$ cat src/rtl/shift_sequencer_pkg.sv
// Shared types and defaults for the shift sequencer.
//   state_t       : sequencer FSM states
//   DEF_*         : default word, divider and word-counter widths
//   bitcnt_width  : width of the bit index for a given word width
package shift_sequencer_pkg;

    typedef enum logic [1:0] {
        IDLE  = 2'd0,
        SHIFT = 2'd1,
        DONE  = 2'd2
    } state_t;

    localparam int DEF_WIDTH = 8;
    localparam int DEF_DIVW  = 8;
    localparam int DEF_CNTW  = 16;

    function automatic int bitcnt_width(input int width);
        return (width > 1) ? $clog2(width) : 1;
    endfunction

endpackage

$ cat src/rtl/shift_datapath.sv
// Parallel-load, left-shifting register; MSB is the serial bit.
//   clk, reset : clock and synchronous active-high reset (clears register)
//   load       : capture d (wins over shift)
//   shift      : shift left by one, zero fill
//   d          : parallel load word
//   q_msb      : current MSB of the register
module shift_datapath
    import shift_sequencer_pkg::*;
#(
    parameter int WIDTH = DEF_WIDTH
) (
    input  logic             clk,
    input  logic             reset,
    input  logic             load,
    input  logic             shift,
    input  logic [WIDTH-1:0] d,
    output logic             q_msb
);

    logic [WIDTH-1:0] sreg;

    always_ff @(posedge clk) begin
        if (reset) begin
            sreg <= '0;
        end else if (load) begin
            sreg <= d;
        end else if (shift) begin
            sreg <= {sreg[WIDTH-2:0], 1'b0};
        end
    end

    assign q_msb = sreg[WIDTH-1];

endmodule

$ cat src/rtl/shift_sequencer.sv
// Serializes words MSB-first with a programmable bit period.
//   clk, reset : clock and synchronous active-high reset
//   div        : bit period minus one, captured when a word is accepted
//   in_data    : word to serialize
//   in_valid   : producer has a word
//   in_ready   : sequencer can accept (depends on state only)
//   sout       : serial data, MSB first, 0 when not shifting
//   busy       : word transfer in progress
//   done       : one-cycle pulse after the last bit period
//   bitcnt     : index of the bit on sout (0 = MSB)
//   sent       : completed-word counter, wraps
//
// state | meaning
// IDLE  | waiting for a word
// SHIFT | driving bits; divcnt paces each bit period
// DONE  | one-cycle completion pulse; may accept the next word
module shift_sequencer
    import shift_sequencer_pkg::*;
#(
    parameter int WIDTH = DEF_WIDTH,
    parameter int DIVW  = DEF_DIVW,
    parameter int CNTW  = DEF_CNTW
) (
    input  logic                            clk,
    input  logic                            reset,
    input  logic [DIVW-1:0]                 div,
    input  logic [WIDTH-1:0]                in_data,
    input  logic                            in_valid,
    output logic                            in_ready,
    output logic                            sout,
    output logic                            busy,
    output logic                            done,
    output logic [bitcnt_width(WIDTH)-1:0]  bitcnt,
    output logic [CNTW-1:0]                 sent
);

    localparam int             BCW      = bitcnt_width(WIDTH);
    localparam logic [BCW-1:0] LAST_BIT = BCW'(WIDTH - 1);

    state_t          state, state_nxt;
    logic [DIVW-1:0] div_q;
    logic [DIVW-1:0] divcnt;
    logic [BCW-1:0]  bitcnt_q;
    logic            accept;
    logic            tick;
    logic            last;
    logic            q_msb;

    always_ff @(posedge clk) begin
        if (reset) begin
            state <= IDLE;
        end else begin
            state <= state_nxt;
        end
    end

    always_comb begin
        state_nxt = state;
        in_ready  = 1'b0;
        busy      = 1'b0;
        done      = 1'b0;
        accept    = 1'b0;
        tick      = 1'b0;
        last      = 1'b0;
        case (state)
            IDLE: begin
                in_ready = 1'b1;
                if (in_valid) begin
                    accept    = 1'b1;
                    state_nxt = SHIFT;
                end
            end
            SHIFT: begin
                busy = 1'b1;
                if (divcnt == '0) begin
                    if (bitcnt_q == LAST_BIT) begin
                        last      = 1'b1;
                        state_nxt = DONE;
                    end else begin
                        tick = 1'b1;
                    end
                end
            end
            DONE: begin
                done     = 1'b1;
                in_ready = 1'b1;
                // Back-to-back: a waiting word goes straight into SHIFT.
                if (in_valid) begin
                    accept    = 1'b1;
                    state_nxt = SHIFT;
                end else begin
                    state_nxt = IDLE;
                end
            end
            default: state_nxt = IDLE;
        endcase
    end

    // Divider, bit index and word counter. In SHIFT with divcnt != 0 neither
    // tick nor last is set, so the final branch is the plain countdown.
    always_ff @(posedge clk) begin
        if (reset) begin
            div_q    <= '0;
            divcnt   <= '0;
            bitcnt_q <= '0;
            sent     <= '0;
        end else begin
            if (accept) begin
                div_q    <= div;
                divcnt   <= div;
                bitcnt_q <= '0;
            end else if (tick) begin
                divcnt   <= div_q;
                bitcnt_q <= bitcnt_q + 1'b1;
            end else if (last) begin
                bitcnt_q <= '0;
            end else if (state == SHIFT) begin
                divcnt <= divcnt - 1'b1;
            end
            if (last) begin
                sent <= sent + 1'b1;
            end
        end
    end

    shift_datapath #(
        .WIDTH (WIDTH)
    ) u_datapath (
        .clk   (clk),
        .reset (reset),
        .load  (accept),
        .shift (tick),
        .d     (in_data),
        .q_msb (q_msb)
    );

    assign sout   = (state == SHIFT) ? q_msb : 1'b0;
    assign bitcnt = (state == SHIFT) ? bitcnt_q : '0;

endmodule

$ cat config.mk
export PLATFORM = sky130hd
export DESIGN_NAME = shift_sequencer
export DESIGN_NICKNAME = d
export VERILOG_FILES = /design/src/rtl/shift_sequencer_pkg.sv /design/src/rtl/shift_datapath.sv /design/src/rtl/shift_sequencer.sv
export SDC_FILE = /design/constraint.sdc
export NUM_CORES = 1
export LEC_CHECK = 0
export ABC_AREA = 1
export BUFFER_PORTS_ARGS = -buffer_cell sky130_fd_sc_hd__clkbuf_2
export CAP_MARGIN = 20
export CORE_MARGIN = 1
export CORE_UTILIZATION = 31
export DETAILED_ROUTE_END_ITERATION = 10
export PLACE_DENSITY = 0.61
export SLEW_MARGIN = 10
export SYNTH_ARGS = -nofsm -noshare
export SYNTH_HDL_FRONTEND = slang
export SYNTH_HIERARCHICAL = 1
export SYNTH_SLANG_ARGS = --single-unit
$ cat constraint.sdc
create_clock -name clk -period 2.39 [get_ports clk]
set_clock_uncertainty 0.1 [all_clocks]
set_input_delay 0.239 -clock clk [delete_from_list [all_inputs] [get_ports clk]]
set_output_delay 0.239 -clock clk [all_outputs]
set_load 0.01 [all_outputs]
==> metrics list <==
* Result of the run: complete, no violations
- Number of fill cells: 872
- Kind of start point of the critical path: flop
- Min-Delay Path Class: in2reg
- In this run the critical register-to-register path is launched from bitcnt_q[0].
- The floorplan has 32 rows.
* Wire length of the first global-routing pass: 10250 um
- Number of antenna violations at the first check in global routing: 0
* Count of cell types in the netlist: 32
* Worst voltage drop across the vdd grid: 215.2 uV
* Area added between synthesis and finish: 14.88%
* Headroom to the max-slew limit: 0.6511
- At the end of routability-driven placement, the weighted congestion stood at 0.9054.
- Share of post-route cells with drive strength above 1: 0.1506
- Final-stage net count: 449
- The worst register-to-register path has a setup slack of 460 ps.
- Instance area after placement: 2811 um2
- Post-detailed-route via-to-cell ratio: 4.641
* Area inside the core boundary: 7807 um2
- The share of the Yosys chip area taken by registers is 0.3571.
- For this block, the routed nets add up to 6059 um of wire.
* Number of sinks on the clock net: 45
* Overall via count from detail_route: 2446
* Clock-pin slew on the worst setup and hold paths: 80 ps
- The startpoint identified for the worst hold timing path is in_data[0].
- The critical path ends at u_datapath/sreg[4].
* Critical-path maximum fanout: 12
- Counting tap cells, the placed design contains a total of 520 instances.
- Ys Warns: 6
* Die Span X: 92.21 um
- Tracing the worst setup path back leads to its startpoint at bitcnt_q[0].
- In this run the remaining antenna-violating nets after routing total 0.
- Critical path arrival: 2060 ps
- Effective utilization at floorplan: 0.3231
- At the pin with the least slew margin, the transition time is 519.3 ps.
* Commonest cells after routing, fill and taps aside: sky130_fd_sc_hd__nand2_1 (117), sky130_fd_sc_hd__inv_1 (54), sky130_fd_sc_hd__dfxtp_1 (45)
- Die area: 8502 um2
- In the final layout, flip-flops and latches occupy 900.9 um2.
* Unrepaired setup endpoints after global routing: no
- Once the clock tree was built, the setup fixing pass inserted 0 buffers.
* Max-slew violation total from the final report: 0
- Congestion Overflow GR: 0
* Maximum number of pins on one net before global-route repair: 21
- Input/output buffers: 41
- Avg WL per Cell: 11.50 um
- # diodes: 0
- The library cell used most frequently in the layout, excluding fill and tap cells, is sky130_fd_sc_hd__nand2_1.
* Part of the cycle the worst path needs: 0.8085
- After routing, the total negative slack on setup checks comes to 0 ps.
- Syn Nets: 407
- Clock tree from TritonCTS: built
* Register-to-Register Path Depth: 9
- Half-perimeter wire length of the detailed placement result: 4395 um
- Cell type with the largest total area after synthesis: sky130_fd_sc_hd__dfxtp_1
- Data on the critical path is required at its endpoint by 2510 ps.
- For this run, the total global-route usage over all layers was measured as 0.1511.
- The clock reaches the later pin of the worst-skew pair after 300 ps.
* Hold buffer count at CTS: 0
- Most area-consuming cells after synthesis: sky130_fd_sc_hd__dfxtp_1 (36%), sky130_fd_sc_hd__nand2_1 (17%), sky130_fd_sc_hd__inv_1 (8.0%), sky130_fd_sc_hd__nand3_1 (6.7%), sky130_fd_sc_hd__a21oi_1 (5.8%)
- The worst path in the final design needs a cycle of 1932 ps, including I/O delays and setup.
- Endpoints failing setup: 0
- Crit path capture type: flop
- In this run, the number of DRC markers left after iteration 0 of detailed routing was 118.
- In this run the count of I/O pins placed on the die edge is 42.
- Mean instance size in the synthesized netlist: 6.586 um2
- Leakage power figure: 1.316 nW
* Final routed DRC violation total: 0
- The floorplan step set the die height to 92.21 um.
- In the synthesized netlist, the number of instances is 383.
* Clock root buffer: sky130_fd_sc_hd__clkbuf_8
- Clock tree synthesis inserted a total of 5 buffers.
- For this design the ratio of total power to cell area is 561.5 nW/um2.
- The longest clock path from root to sink contains 2 buffers.
- For this run, the top clock speed supported by timing is 0.5175 GHz.
- Combined area of the multi-input logic cells: 1330 um2
- Post-synthesis register bit count: 45
- The share of synthesized area in the top cell type comes to 0.3571.
* Max cap viols: 0
* Kind of critical path: reg2reg
- The H-tree was split into 2 levels.
- The finished layout holds 527 standard cells, fillers aside.
* Final design instance area without fill: 2898 um2
- Via count of the first global-routing pass: 2214
- Final hold vios: 0
- Post-cts resize count: 0
* Cell area after synthesis: 2522 um2
- Reg-to-reg critical path endpoint: u_datapath/sreg[4]
- The first detailed-routing pass took 4 iterations.
==> cell families after synthesis <==
group | share of synthesized area
AOI/OAI and AO/OA | 0.09177
buffers and inverters | 0.1156
and+or+nand+nor | 0.3795
DFF | 0.3571
xor gates and xnor gates | 0.03125
adders and majority gates | 0.02480
==> synth_stat cells <==
library cell	n
sky130_fd_sc_hd__nand2_1	117
sky130_fd_sc_hd__inv_1	54
sky130_fd_sc_hd__dfxtp_1	45
sky130_fd_sc_hd__nor2_1	36
sky130_fd_sc_hd__nand3_1	34
sky130_fd_sc_hd__a21oi_1	29
sky130_fd_sc_hd__o21ai_0	11
sky130_fd_sc_hd__xor2_1	7
sky130_fd_sc_hd__nand4_1	6
sky130_fd_sc_hd__nor3_1	6
sky130_fd_sc_hd__ha_1	5
sky130_fd_sc_hd__buf_6	4
sky130_fd_sc_hd__o22ai_1	3
sky130_fd_sc_hd__buf_2	2
sky130_fd_sc_hd__buf_4	2
sky130_fd_sc_hd__clkbuf_1	2
sky130_fd_sc_hd__inv_2	2
sky130_fd_sc_hd__nor2_4	2
sky130_fd_sc_hd__nor2_8	2
sky130_fd_sc_hd__xnor2_1	2
sky130_fd_sc_hd__and3_1	1
sky130_fd_sc_hd__buf_1	1
sky130_fd_sc_hd__nand2_2	1
sky130_fd_sc_hd__nand2_4	1
sky130_fd_sc_hd__nand3_2	1
sky130_fd_sc_hd__nand3_4	1
sky130_fd_sc_hd__nand3b_1	1
sky130_fd_sc_hd__nor2_2	1
sky130_fd_sc_hd__nor3_2	1
sky130_fd_sc_hd__nor3b_1	1
sky130_fd_sc_hd__o21ai_1	1
sky130_fd_sc_hd__o21bai_1	1
==> power by group <==
| group | internal [W] | switching [W] |
|---|---|---|
| sequential | 0.000788 | 0.0000241 |
| clock | 0.000230 | 0.000258 |
| combinational | 0.000117 | 0.000210 |
==> area by class of cell <==
cell class              instances  area share
multi-input cells             271      0.4590
repair buffers                 46     0.08377
well taps                     102     0.04404
clock buffers                   7     0.02979
flip-flops and latches         45      0.3109
inverters                      56     0.07254
==> worst max-delay path, cell delays in order (launching register included) <==
cell and delay, ps:
sky130_fd_sc_hd__dfxtp_1 320, sky130_fd_sc_hd__ha_1 200, sky130_fd_sc_hd__ha_1 260, sky130_fd_sc_hd__inv_1 160
sky130_fd_sc_hd__nand3_2 90, sky130_fd_sc_hd__inv_1 380, sky130_fd_sc_hd__nand2_1 110, sky130_fd_sc_hd__nand2_1 80
sky130_fd_sc_hd__nand2_1 50, sky130_fd_sc_hd__a21oi_1 110
==> per-layer routing <==
metal,global-route usage,up-vias,part of all wire
met1,0.2094,1095,0.52
met4,0.04297,0,0.016
met5,0,-,0
met2,0.2382,60,0.41
li1,-,1284,-
met3,0.02819,7,0.050
==> metrics by stage <==
stage                     total power, W  worst slack, ps  hold slack [ps]  utilization
after floorplan                 0.001077            719.7            208.1            -
after global placement          0.001149            560.6            353.1       0.3601
after detailed placement        0.001154            498.6            359.1       0.3601
after CTS                       0.001650            463.2            70.22       0.3712
after global routing            0.001727            297.8            74.82       0.3712
final                           0.001627            457.6            74.68       0.3712
==> registers in the layout (all words and copies together), names as in the netlist <==
signal,cells
sent,16
div_q,8
divcnt,8
u_datapath/sreg,8
bitcnt_q,3
state,2
==> worst min-delay path by stage <==
stage                          to  slack, ps  cells after the start
5_1_grt        u_datapath/sreg[0]         70                      3
3_3_place_gp   u_datapath/sreg[6]        350                      2
2_1_floorplan  u_datapath/sreg[0]        210                      1
3_5_place_dp   u_datapath/sreg[0]        360                      2
6_report       u_datapath/sreg[0]         70                      3
4_1_cts        u_datapath/sreg[0]         70                      3
Power figures use the tool's default switching activity.
